===== src/rtl/cache_mem_arbiter.sv =====
// Arbitrates the icache and dcache onto one word-granular memory port.
// The grant is held while the owner keeps requesting or has reads outstanding.
module cache_mem_arbiter #(
  parameter int MAX_OUT = 4
) (
  input  logic        i_clk,
  input  logic        i_rst,
  input  logic [31:0] i_ic_addr,
  input  logic        i_ic_ren,
  output logic        o_ic_ready,
  output logic [31:0] o_ic_rdata,
  output logic        o_ic_valid,
  input  logic [31:0] i_dc_addr,
  input  logic        i_dc_ren,
  input  logic        i_dc_wen,
  input  logic [31:0] i_dc_wdata,
  output logic        o_dc_ready,
  output logic [31:0] o_dc_rdata,
  output logic        o_dc_valid,
  output logic [31:0] o_mem_addr,
  output logic        o_mem_ren,
  output logic        o_mem_wen,
  output logic [31:0] o_mem_wdata,
  input  logic        i_mem_ready,
  input  logic [31:0] i_mem_rdata,
  input  logic        i_mem_valid,
  output logic        o_err
);
  localparam int CW = $clog2(MAX_OUT) + 1;
  localparam logic [CW-1:0] MAX_C = CW'(MAX_OUT);

  typedef enum logic [1:0] {IDLE, GNT_I, GNT_D} state_t;
  typedef struct packed {
    logic [31:0] addr;
    logic        ren;
    logic        wen;
    logic [31:0] wdata;
  } mem_req_t;

  state_t        state, state_nxt;
  logic          last_i, last_i_nxt;
  logic [CW-1:0] cnt, cnt_nxt;
  logic          err;
  mem_req_t      own;
  logic          gi, gd, req_i, req_d, rsp, stall, acc, mem_ok;

  assign gi    = (state == GNT_I) & ~i_rst;
  assign gd    = (state == GNT_D) & ~i_rst;
  assign req_i = i_ic_ren;
  assign req_d = i_dc_ren | i_dc_wen;
  // A valid with nothing outstanding is spurious and never reaches a cache.
  assign rsp   = i_mem_valid & (cnt != '0);
  assign stall = (cnt == MAX_C) & ~i_mem_valid;

  always_comb begin
    own = '0;
    if (gi) begin
      own.addr = i_ic_addr;
      own.ren  = i_ic_ren;
    end else if (gd) begin
      own.addr  = i_dc_addr;
      own.ren   = i_dc_ren & ~i_dc_wen;
      own.wen   = i_dc_wen;
      own.wdata = i_dc_wdata;
    end
  end

  assign o_mem_addr  = own.addr;
  assign o_mem_ren   = own.ren & ~stall;
  assign o_mem_wen   = own.wen;
  assign o_mem_wdata = own.wdata;

  // Writes are uncounted, so they keep flowing while reads are throttled.
  assign mem_ok     = i_mem_ready & (~stall | own.wen);
  assign o_ic_ready = gi & mem_ok;
  assign o_dc_ready = gd & mem_ok;
  assign o_ic_valid = gi & rsp;
  assign o_dc_valid = gd & rsp;
  assign o_ic_rdata = o_ic_valid ? i_mem_rdata : '0;
  assign o_dc_rdata = o_dc_valid ? i_mem_rdata : '0;
  assign o_err      = err & ~i_rst;

  assign acc     = o_mem_ren & i_mem_ready;
  assign cnt_nxt = cnt + CW'(acc) - CW'(rsp);

  always_comb begin
    state_nxt  = state;
    last_i_nxt = last_i;
    case (state)
      IDLE: begin
        if (req_i & (~req_d | ~last_i)) begin
          state_nxt  = GNT_I;
          last_i_nxt = 1'b1;
        end else if (req_d) begin
          state_nxt  = GNT_D;
          last_i_nxt = 1'b0;
        end
      end
      GNT_I:   if (~req_i & (cnt_nxt == '0)) state_nxt = IDLE;
      GNT_D:   if (~req_d & (cnt_nxt == '0)) state_nxt = IDLE;
      default: state_nxt = IDLE;
    endcase
  end

  always_ff @(posedge i_clk) begin
    if (i_rst) begin
      state  <= IDLE;
      last_i <= 1'b1;
      cnt    <= '0;
      err    <= 1'b0;
    end else begin
      state  <= state_nxt;
      last_i <= last_i_nxt;
      cnt    <= cnt_nxt;
      err    <= err | (i_mem_valid & (cnt == '0)) | (i_dc_ren & i_dc_wen);
    end
  end
endmodule


===== config.mk =====
export PLATFORM = sky130hd
export DESIGN_NAME = cache_mem_arbiter
export DESIGN_NICKNAME = d
export VERILOG_FILES = /design/src/rtl/cache_mem_arbiter.sv
export SDC_FILE = /design/constraint.sdc
export NUM_CORES = 1
export LEC_CHECK = 0
export ABC_AREA = 1
export BUFFER_PORTS_ARGS = -buffer_cell sky130_fd_sc_hd__buf_2
export CAP_MARGIN = 25
export CORE_AREA = 2 2 106 108
export CTS_BUF_LIST = sky130_fd_sc_hd__clkbuf_8
export DETAILED_ROUTE_END_ITERATION = 8
export DIE_AREA = 0 0 108 110
export HOLD_SLACK_MARGIN = 0.12
export SYNTH_ARGS = -nofsm -noshare
export SYNTH_HDL_FRONTEND = slang
export SYNTH_SLANG_ARGS = --single-unit

===== constraint.sdc =====
create_clock -name i_clk -period 2.6 [get_ports i_clk]
set_input_delay 0.52 -clock i_clk [delete_from_list [all_inputs] [get_ports i_clk]]
set_output_delay 0.52 -clock i_clk [all_outputs]
set_load 0.02 [all_outputs]

# Word level (Yosys, flattened, before mapping)
# Cells that the tools add are included.
# W data, S select, Z words.
[classes]
n_bitwise = 30
n_addsub = 2
muxes = 12
n_reduce_logical = 7
n_eq_ne = 6
[ops]
columns = ["cell", "n"]
rows = [
  ["$mux W33", 2],
  ["$mux W66", 1],
  ["$mux W32", 2],
  ["$and A1 B1 Y1", 18],
  ["$mux W2", 4],
  ["$not A1 Y1", 7],
  ["$logic_not A3 Y1", 2],
  ["$pmux W2 S3", 1],
  ["$or A1 B1 Y1", 5],
  ["$ne A2 B1 Y1 const B", 2],
  ["$add A3 B1 Y3", 1],
  ["$eq A3 B3 Y1 const B", 1],
  ["$ne A3 B3 Y1 const B", 1],
  ["$reduce_and A3 Y1", 1],
  ["$reduce_bool A3 Y1", 1],
  ["$sub A3 B1 Y3", 1],
  ["$eq A2 B1 Y1 const B", 1],
  ["$eq A2 B2 Y1 const B", 1],
  ["$logic_not A2 Y1", 1],
  ["$mux W1", 2],
  ["$reduce_and A2 Y1", 1],
  ["$reduce_bool A2 Y1", 1],
]
[word_totals]
elab_cells = 61
output_inout_bits = 135
regBits = 7
inputBits = 135

# Longest topological paths before layout
[depth]
word_depth = 12
ltp_mapped = 18
ltp_nobuf = 18

# Least setup slack after synthesis
# OpenSTA, ideal clock, no wires.
[synth_path]
kind = "input-to-reg"
from = "in i_rst"
to = "reg state[1]"
path_slack_ps = -167
stages = 17
t_arrival_ps = 2647
t_required_ps = 2480
setup_ps = 120
path_buffers = 1
path_cell_list = "buf_4 -> inv_2 -> nand2_4 -> inv_2 -> nand3_1 -> a21oi_2 -> nand2_1 -> ha_1 -> inv_1 -> ha_1 -> inv_1 -> fa_1 -> inv_1 -> nor2_1 -> nand3_1 -> nand2_1 -> a21oi_1"
[synth_between]
elab_chain_len = 12
elab_cells_between_ends = 15
cone_classes = "2 x add/sub; 2 x eq/ne; 2 x mux; 7 x bitwise; 2 x reduce/logical"
[synth_rtl]
columns = ["element", "line_no", "source"]
rows = [
  ["start: declaration", "7", "input logic i_rst,"],
  ["$not A1 Y1 (*)", "47, 48", ""],
  ["$and A1 B1 Y1", "48", "assign gd = (state == GNT_D) & ~i_rst;"],
  ["$mux W66", "60", "end else if (gd) begin"],
  ["$mux W33 (*)", "57", "if (gi) begin"],
  ["$and A1 B1 Y1 (*)", "69", "assign o_mem_ren = own.ren & ~stall;"],
  ["net o_mem_ren", "21", "output logic o_mem_ren,"],
  ["$and A1 B1 Y1 (*)", "83", "assign acc = o_mem_ren & i_mem_ready;"],
  ["$add A3 B1 Y3 (*)", "84", "assign cnt_nxt = cnt + CW'(acc) - CW'(rsp);"],
  ["$sub A3 B1 Y3 (*)", "84", ""],
  ["$logic_not A3 Y1 (*)", "99, 100", ""],
  ["$and A1 B1 Y1 (on tied branches)", "100, 99", ""],
  ["$ne A2 B1 Y1 (no line)", "-", ""],
  ["$reduce_and A3 Y1 (no line) (*)", "-", ""],
  ["end signal: assignment", "112", "state <= state_nxt;"],
  ["end: declaration", "40", "state_t state, state_nxt;"],
]
# Mark *: on every way through the listed nets, which the timed path passes. The rest lies on a longest branch.
# A chain may end at the register's enable or synchronous reset.

# Final worst setup path
[layout_path]
from = "reg state[1]"
to = "reg state[0]"
[layout_between]
elab_chain_len = 12
elab_cells_between_ends = 19
cone_classes = "2 x add/sub; 5 x eq/ne; 3 x mux; 6 x bitwise; 3 x reduce/logical"
[layout_rtl]
columns = ["element", "line_no"]
rows = [
  ["$eq A2 B2 Y1", "48, 89"],
  ["$and A1 B1 Y1", "48"],
  ["$mux W66", "60"],
  ["$mux W33", "57"],
  ["$and A1 B1 Y1", "69"],
  ["$and A1 B1 Y1", "83"],
  ["$add A3 B1 Y3", "84"],
  ["$sub A3 B1 Y3", "84"],
  ["$logic_not A3 Y1", "99, 100"],
  ["$and A1 B1 Y1 (on tied branches)", "100, 99"],
  ["$ne A2 B1 Y1 (no line)", "-"],
  ["$reduce_and A3 Y1 (no line)", "-"],
]
# Parallel ways exist; a longest one is shown, timed or not.

==> metrics <==
delay-heaviest family, CP=adder cells; GR Util All Layers=10.9%; drt via density=3.75; WP data arrival=2.53 ns; class of the most critical setup path=register to register; #FFs+latches synth=7; vias in the first global route=approximately 2300; first-pass GRT wire length=10.5 mm; number of hold violations in the final report=0; final setup fails=0; slew of the pin with the lowest slew margin=0.657 ns; asr flop ratio synth=0%; most frequent cells in the layout=buf_2 (269), nor2_1 (92), inv_1 (78); FF-to-FF End=state[0]; Synth Instances=284; post-synthesis sequential area ratio=9.14%; hold path depth=2; die area=about 0.012 mm²; Die H=110 µm; synthesis warning total=0; post-synth design cell area=0.00153 mm²; DP Worst Slack=-0.0510 ns; register clock-pin slew on the reported worst setup and hold paths=about 0.040 ns; Top FF cell, synth=dfxtp_1; CTS Sinks=7; PortBufs=between 200 and 300; hpwl dp=6.68 mm; pwr/cell area=402 mW/mm²; Synth Area per Inst=5.40 µm²; HP Class=register to register; RR Startpoint=state[1]; worst vdd ir=0.284 mV; grt ovf=0; Clk Latency, worst-skew pair=0.22 ns; TritonCTS clock tree=yes; layout cells sized above 1=57.8%; slowest cell delay on critical path=0.50 ns; drt total wl=7.68 mm; die width=roughly 110 µm; Post-CTS Hold Buffers=0; CTS root buf=clkbuf_8; P&R area growth vs syn=106%; Hold Path End=last_i; Design Area, Final=between 0.003 and 0.004 mm²; max-slew violations=0; critical path cell sequence=inv_4, nor2_4, nand2_8, clkinv_4, nand3_4, a21oi_4, nand2_1, ha_1, inv_1, ha_2, inv_2, fa_1, inv_1, nor2_2, nand3_1, nand2_1, a21oi_2; fin nets=694; Max Cap Viol=0; DR WL/cell=between 10 and 15 µm; outcome=complete, no violations; reg2reg path depth=17; Fmax=0.413 GHz; syn nets=422; CP required=2.71 ns; startpoint types=register; drt pass-1 iters=4; post-route setup slack=0.178 ns; critical path's slowest cell=fa_1; Clock Tree Buf Depth=2; Initial Util=14.3%; starting DRC count in detailed routing=just over 100; placed cell areas=0.00309 mm²; Core Area=0.0107 mm²; Max-slew headroom=approximately 56%; total CTS buffers=3; # DRC=0; Final Skew=between 0.002 and 0.0025 ns; largest net degree at the start of global routing=37; GP Congestion=0.758; antenna-violating nets left=0; io pins=270; Synth cell types=23; # diodes=0; CP Capture Type=register; H-Tree Depth=1; Power Total=between 1000 and 1500 µW; RSZ-0062 raised after global routing=yes; post-route insts no fill=695; initial antenna violation count=0; Pleak=about 0.0023 µW; commonest non-fill, non-tap cell in the layout=buf_2; hold wc startpoint=last_i; Fillers=about 1200; critical path peak fanout=3; R2R setup slack=0.18 ns; Post-synth EDFFs=0; min Tclk post-route=2.42 ns; Inst Count DP=~700; Hold Slack=around 0.50 ns; row cnt=38; CP Buf/Inv Count=5; fin crit share=93.2%; vias=2609
-- kinds of logic after synthesis --
group / count (synthesis) / share of synthesized area [%]
AOI/OAI and AO/OA: 40 / 21.3
adders and majority gates: 3 / 2.94
buffers and inverters: 100 / 28.6
DFF: 7 / 9.14
and+or+nand+nor: 134 / 38.0
-- how the worst max path moves through the flow --
stage	start	end	slack, ns	cells after the start
after global routing	state[1]	state[0]	-0.03	17
after global placement	i_rst	state[1]	-0.03	17
final	state[1]	state[0]	0.18	17
after detailed placement	i_rst	state[1]	-0.05	17
after CTS	state[1]	state[1]	0.07	17
after floorplan	i_rst	state[0]	-0.05	17
-- cell type report --
cell class	count	area, µm²	area share (%)
clock buffers	3	41.3	1.30
clock inverters	1	3.75	0.119
flip-flops and latches	7	146	4.62
inverters	84	330	10.4
well taps	140	175	5.53
multi-input cells	177	1000	31.7
repair buffers	283	1460	46.2
-- cells in the mapped netlist (2+ instances only) --
master / count / area, µm²
inv_2: 5 / 18.8
o21ai_0: 2 / 10.0
a22o_1: 32 / 280
nor2_4: 3 / 33.8
inv_1: 79 / 297
nand2_1: 13 / 48.8
ha_1: 2 / 25.0
buf_6: 6 / 67.6
a21oi_1: 4 / 20.0
nor2_1: 93 / 349
dfxtp_1: 7 / 140
nor2_2: 14 / 87.6
nand3_1: 7 / 35.0
buf_4: 4 / 30.0
buf_2: 3 / 15.0
clkbuf_1: 3 / 11.3
-- timing repair --
action | CTS | global route
endpoints found under the setup margin | 0 | 2
setup buffers | 0 | 1
resized for setup | 0 | 12
-- registers in the layout, indices dropped and copies added (netlist names) --
name and flops:
cnt 3, state 2, err 1, last_i 1
-- where the power goes --
part	switching, µW	internal, µW
registers	30.5	147
logic	565	385
clock network	43.7	102
-- worst min-delay path, stage by stage (launching register included) --
cell and delay [ns]:
dfxtp_1 0.34, nand2_1 0.06, nand3_1 0.07
-- per-layer routing --
metal | vias to the layer above | global-route usage [%] | routed length, µm | share of wire [%]
met1 | 1096 | 12.6 | 2870 | 37
met5 | - | 0 | 0 | 0
met2 | 134 | 21.1 | 4010 | 52
li1 | 1379 | - | - | -
met4 | 0 | 0.549 | 0 | 0
met3 | 0 | 2.53 | 800 | 10
-- per-stage QoR --
step	setup TNS, ns	util, %
floorplan	-0.0887	-
global placement	-0.0422	28.9
detailed placement	-0.0959	28.9
CTS	0	29.3
global route	-0.0329	29.6
finish	0	29.6
(Power assumes the default switching activity.)
